$ cat src/rtl/ddc_line_ctrl.sv
// Lock controller for the FMDLL DDC delay line: SAR search over the delay code, then +/-1 tracking with lock detect.
// Latency: one evaluation = SETTLE_CYC cycles from code change to the next registered code/t_code/tb_code/lock/sat update.
// Backpressure: none; the phase detector is treated as quasi-static and sampled once per evaluation.
//
// Ports:
//   clk, rst_n         reference clock, synchronous active-low reset
//   enable             1 = search/track, 0 = return to IDLE (code retained)
//   pd_up, pd_dn       phase-detector decisions (more / less delay)
//   t_code             one-hot turnaround select, bit[code]
//   tb_code            forward enables, bit i set iff i < code
//   code               binary delay code (line delay = code+1 cells)
//   search_done        high from SAR completion until the next IDLE
//   lock               phase locked
//   sat                one-cycle pulse when a track step is blocked at either end of the line
module ddc_line_ctrl #(
    parameter int N_CELLS    = 16,
    parameter int SETTLE_CYC = 4,
    parameter int LOCK_CNT   = 8
) (
    input  logic                       clk,
    input  logic                       rst_n,
    input  logic                       enable,
    input  logic                       pd_up,
    input  logic                       pd_dn,
    output logic [N_CELLS-1:0]         t_code,
    output logic [N_CELLS-1:0]         tb_code,
    output logic [$clog2(N_CELLS)-1:0] code,
    output logic                       search_done,
    output logic                       lock,
    output logic                       sat
);

    localparam int CW  = $clog2(N_CELLS);
    localparam int IW  = $clog2(CW);
    localparam int SW  = $clog2(SETTLE_CYC);
    localparam int LCW = $clog2(LOCK_CNT + 1);

    typedef enum logic [1:0] {
        ST_IDLE,
        ST_SAR,
        ST_TRACK
    } state_t;

    // Direction of the last tracking step; holds do not overwrite it.
    typedef enum logic [1:0] {
        DIR_NONE,
        DIR_UP,
        DIR_DN
    } dir_t;

    state_t             state_q,   state_d;
    dir_t               dir_q,     dir_d;
    logic [CW-1:0]      code_q,    code_d;
    logic [N_CELLS-1:0] t_code_q,  t_code_d;
    logic [N_CELLS-1:0] tb_code_q, tb_code_d;
    logic [SW-1:0]      settle_q,  settle_d;
    logic [IW-1:0]      idx_q,     idx_d;
    logic [LCW-1:0]     lcnt_q,    lcnt_d;
    logic               done_q,    done_d;
    logic               lock_q,    lock_d;
    logic               sat_q,     sat_d;

    logic up_step;
    logic dn_step;
    logic blocked;
    logic same_dir;

    assign up_step = pd_up & ~pd_dn;
    assign dn_step = pd_dn & ~pd_up;

    always_comb begin
        state_d  = state_q;
        dir_d    = dir_q;
        code_d   = code_q;
        settle_d = settle_q;
        idx_d    = idx_q;
        lcnt_d   = lcnt_q;
        done_d   = done_q;
        lock_d   = lock_q;
        sat_d    = 1'b0;
        blocked  = 1'b0;
        same_dir = 1'b0;

        case (state_q)
            ST_IDLE: begin
                lock_d = 1'b0;
                done_d = 1'b0;
                if (enable) begin
                    state_d  = ST_SAR;
                    code_d   = CW'(1) << (CW - 1);
                    idx_d    = IW'(CW - 1);
                    settle_d = SW'(SETTLE_CYC - 1);
                end
            end

            ST_SAR, ST_TRACK: begin
                if (!enable) begin
                    state_d = ST_IDLE;
                    lock_d  = 1'b0;
                    done_d  = 1'b0;
                end else if (settle_q != '0) begin
                    settle_d = settle_q - SW'(1);
                end else begin
                    // Sample cycle: the PD has seen the current code for SETTLE_CYC-1 cycles.
                    settle_d = SW'(SETTLE_CYC - 1);
                    if (state_q == ST_SAR) begin
                        code_d[idx_q] = pd_up;
                        if (idx_q != '0) begin
                            code_d[idx_q - IW'(1)] = 1'b1;
                            idx_d = idx_q - IW'(1);
                        end else begin
                            state_d = ST_TRACK;
                            done_d  = 1'b1;
                            lcnt_d  = '0;
                            dir_d   = DIR_NONE;
                        end
                    end else begin
                        if (up_step) begin
                            blocked  = (code_q == CW'(N_CELLS - 1));
                            same_dir = blocked || (dir_q == DIR_UP);
                            dir_d    = DIR_UP;
                            if (!blocked) begin
                                code_d = code_q + CW'(1);
                            end
                        end else if (dn_step) begin
                            blocked  = (code_q == '0);
                            same_dir = blocked || (dir_q == DIR_DN);
                            dir_d    = DIR_DN;
                            if (!blocked) begin
                                code_d = code_q - CW'(1);
                            end
                        end
                        sat_d = blocked;

                        // Monotonic stepping (including pushing against an end stop) means
                        // we are still slewing; reversals and holds mean we straddle the edge.
                        if (same_dir) begin
                            lcnt_d = '0;
                            lock_d = 1'b0;
                        end else if (lcnt_q != LCW'(LOCK_CNT)) begin
                            lcnt_d = lcnt_q + LCW'(1);
                            lock_d = (lcnt_d == LCW'(LOCK_CNT));
                        end
                    end
                end
            end

            default: begin
                state_d = ST_IDLE;
            end
        endcase

        t_code_d  = N_CELLS'(1) << code_d;
        tb_code_d = t_code_d - N_CELLS'(1);
    end

    always_ff @(posedge clk) begin
        if (!rst_n) begin
            state_q   <= ST_IDLE;
            dir_q     <= DIR_NONE;
            code_q    <= '0;
            t_code_q  <= N_CELLS'(1);
            tb_code_q <= '0;
            settle_q  <= '0;
            idx_q     <= IW'(CW - 1);
            lcnt_q    <= '0;
            done_q    <= 1'b0;
            lock_q    <= 1'b0;
            sat_q     <= 1'b0;
        end else begin
            state_q   <= state_d;
            dir_q     <= dir_d;
            code_q    <= code_d;
            t_code_q  <= t_code_d;
            tb_code_q <= tb_code_d;
            settle_q  <= settle_d;
            idx_q     <= idx_d;
            lcnt_q    <= lcnt_d;
            done_q    <= done_d;
            lock_q    <= lock_d;
            sat_q     <= sat_d;
        end
    end

    assign code        = code_q;
    assign t_code      = t_code_q;
    assign tb_code     = tb_code_q;
    assign search_done = done_q;
    assign lock        = lock_q;
    assign sat         = sat_q;

endmodule

$ cat config.mk
export PLATFORM = sky130hd
export DESIGN_NAME = ddc_line_ctrl
export DESIGN_NICKNAME = d
export VERILOG_FILES = /design/src/rtl/ddc_line_ctrl.sv
export SDC_FILE = /design/constraint.sdc
export NUM_CORES = 1
export LEC_CHECK = 0
export BUFFER_PORTS_ARGS = -buffer_cell sky130_fd_sc_hd__buf_2
export CORE_AREA = 2 2 77 79
export CTS_BUF_LIST = sky130_fd_sc_hd__clkbuf_16
export DETAILED_ROUTE_END_ITERATION = 7
export DIE_AREA = 0 0 79 81
export PLACE_DENSITY_LB_ADDON = 0.08
export SLEW_MARGIN = 30
export SYNTH_ARGS = -nofsm -noshare
export SYNTH_HDL_FRONTEND = slang
export SYNTH_SLANG_ARGS = --single-unit
$ cat constraint.sdc
create_clock -name clk -period 3.5 [get_ports clk]
set_input_delay 0.525 -clock clk [delete_from_list [all_inputs] [get_ports clk]]
set_output_delay 0.525 -clock clk [all_outputs]
set_load 0.01 [all_outputs]
==> metrics.txt <==
run status=finished, final reports clean; antenna cell count=0; gr ovfl total=0; routed vias/inst=between 5 and 6; hold_buf cts=0; number of global-route vias before repair=2112; # resized after CTS=0; first-pass GRT wire length=10200 um; prevailing post-synth register cell=dfxtp_1; RSZ-0062 raised after global routing=no; Clock Path Buffers=2; H-tree depth=2; power density over cell area=467 nW/um^2; worst IR drop on VDD=0.000313 V; met3 routed WL=268 um; register area=1020 um^2; Filler cells=538; GP Congestion=~0.86; setup TNS=0 ns; skew final=0.00783 ns; Worst setup SP type=flop; Synth top cells by count=dfxtp_1, nor2_1, nand2_1; Die ar.=6400 um^2; CP Class=flop to flop; top cell type by total area after synthesis=dfxtp_1; Seq/Total Area, Yosys=37.8%; num rows=28; Final Hold Viols=0; vias=~2300; Tot Pwr=0.00149 W; Syn Inst Count=313; layout cells sized above 1=21.1%; relative slew slack=a little over three fifths; clock latency on the worst-skew pair=0.29 ns; clk sinks=51; Leakage=~1.4 nW; Worst setup EP type=flop; final net count=384; worst slew pin tran=0.556 ns; Required @ worst endpoint=~3.7 ns; syn nets=around 340; crit path DAT=3.43 ns; area growth from synthesis to layout=18.0%; Yosys warning count=0; initial antenna violation count=0; Initial DRC Count=approximately 110; Initial Utilization=47.6%; Max Fclk=between 0.3 and 0.4 GHz; number of port buffers=43; final hold slack=0.480 ns; Die Y=81 um; area of the mapped netlist=around 2700 um^2; detailed placement HPWL=between 4000 and 5000 um; CTS root buffer=clkbuf_16; routed length per instance=14.2 um; synthesis-stage register bit count=51; Horiz. Die Dim=~79 um; fin crit period=around 3.2 ns; top-count cell post-synth=dfxtp_1; routed length on met1=3030 um; # DRC=0; Avg Cell Area, Syn=8.63 um^2; metal2 WL=roughly 2900 um; DRT Wirelength=just over 6000 um; post-route antenna net violation count=0; max-slew violations=0; period utilization=91.8%; total track usage=19.9%; Post-synth EDFFs=0; Final Setup Violations=0; CTS tree=done; largest net degree at the start of global routing=20; largest fanout on the critical path=6; top cells by area, synth=dfxtp_1, ha_1, nor2_1; Pre-antenna DRT Iters=5; highest routed layer=met4; post-synth cell types=65; top-level I/O count=between 40 and 50; Core Area=between 5000 and 6000 um^2; Multi-input gate area=1510 um^2; Num CTS Buffers=5; Worst Hold Class=flop to flop; Yosys top cell area share=37.8%; fraction of synthesis flops using an asynchronous set or reset pin=0%; max_cap viols=0; Clock Pin Slew Worst Setup and Hold Paths=approximately 0.070 ns; Post-CTS Setup Repair Bufs=0
worst max-delay path, cell delays in order (launching register included):
cell and delay [ns]:
dfxtp_1 0.31, inv_1 0.11, ha_1 0.25, or3b_1 0.40, a22oi_2 0.18, mux2i_1 0.37
o211a_1 0.31, nand3_1 0.11, ha_1 0.24, or3_1 0.38, a211o_1 0.30, a31oi_1 0.17
kinds of logic (layout without fill, tap and decap cells):
group,after synthesis,after routing,synth area share [%]
other,1,1,0.139
flip-flops,51,51,37.8
adder cells (fa/ha/maj),19,19,8.80
buffers and inverters,36,84,6.21
multiplexers,10,10,3.71
AND/OR/NAND/NOR,128,128,24.3
AO/OA/AOI/OAI,66,66,18.4
XOR/XNOR,2,2,0.649
metal layers:
| layer | up-vias | global-route usage [%] |
|---|---|---|
| met2 | 51 | 33.1 |
| met4 | 0 | 3.45 |
| li1 | 1193 | - |
| met3 | 4 | 3.22 |
| met1 | 1071 | 27.9 |
| met5 | - | 0 |
power by group:
group / internal [W] / total, W / switching [W]
sequential: 0.000615 / 0.000633 / 0.0000179
combinational: 0.000119 / 0.000299 / 0.000180
clock: 0.000338 / 0.000556 / 0.000218
total: 0.00107 / 0.00149 / 0.000416
cell usage in the layout, fill, tap and decap left out, drive strengths merged, types with 3 or more instances in the layout:
cell type and instances:
mux2i 10, and2 6, ha 19, nor2 40
buf 57, o21ai 15, a21oi 10, a31oi 7
nor3 5, a311oi 3, a22oi 4, nand3 16
o211ai 3, a211o 3, clkbuf 5, a21o 3
nor2b 10, nand2 24, or3 3, inv 19
dfxtp 51, nand4 6, nand2b 5
registers in the layout, indices dropped and copies added (netlist names), 2 cells and up:
name / flops
code: 4
dir_q: 2
idx_q: 2
lcnt_q: 4
settle_q: 2
state_q: 2
t_code: 16
tb_code: 16
area by class of cell:
cell class	count	share of cell area [%]
clock buffer	5	3.93
multi-input combinational	226	47.4
inverter	19	2.24
timing repair buffer	57	10.1
clock inverter	3	1.34
sequential	51	32.1
tap	75	2.95
path summary, 6_finish.rpt:
kind	start	end	slack, ns	cells after the start
max	code[1]$_SDFF_PN0_	tb_code[8]$_SDFF_PN0_	0.29	11
min	settle_q[0]$_SDFFE_PN0P_	settle_q[0]$_SDFFE_PN0P_	0.48	1
max reg2reg	code[1]$_SDFF_PN0_	tb_code[8]$_SDFF_PN0_	0.29	11
min reg2reg	settle_q[0]$_SDFFE_PN0P_	settle_q[0]$_SDFFE_PN0P_	0.48	1
through the flow:
step                cell area [um^2]  cells  setup WS, ns  utilization, %
floorplan                       2700    313         0.378               -
global placement                3020    428         0.226            53.2
detailed placement              3020    428         0.146            53.2
CTS                             3190    436         0.285            56.1
global route                    3190    436        0.0484            56.1
finish                          3190    436         0.287            56.1
No activity file was read; power rests on OpenSTA's default activity.
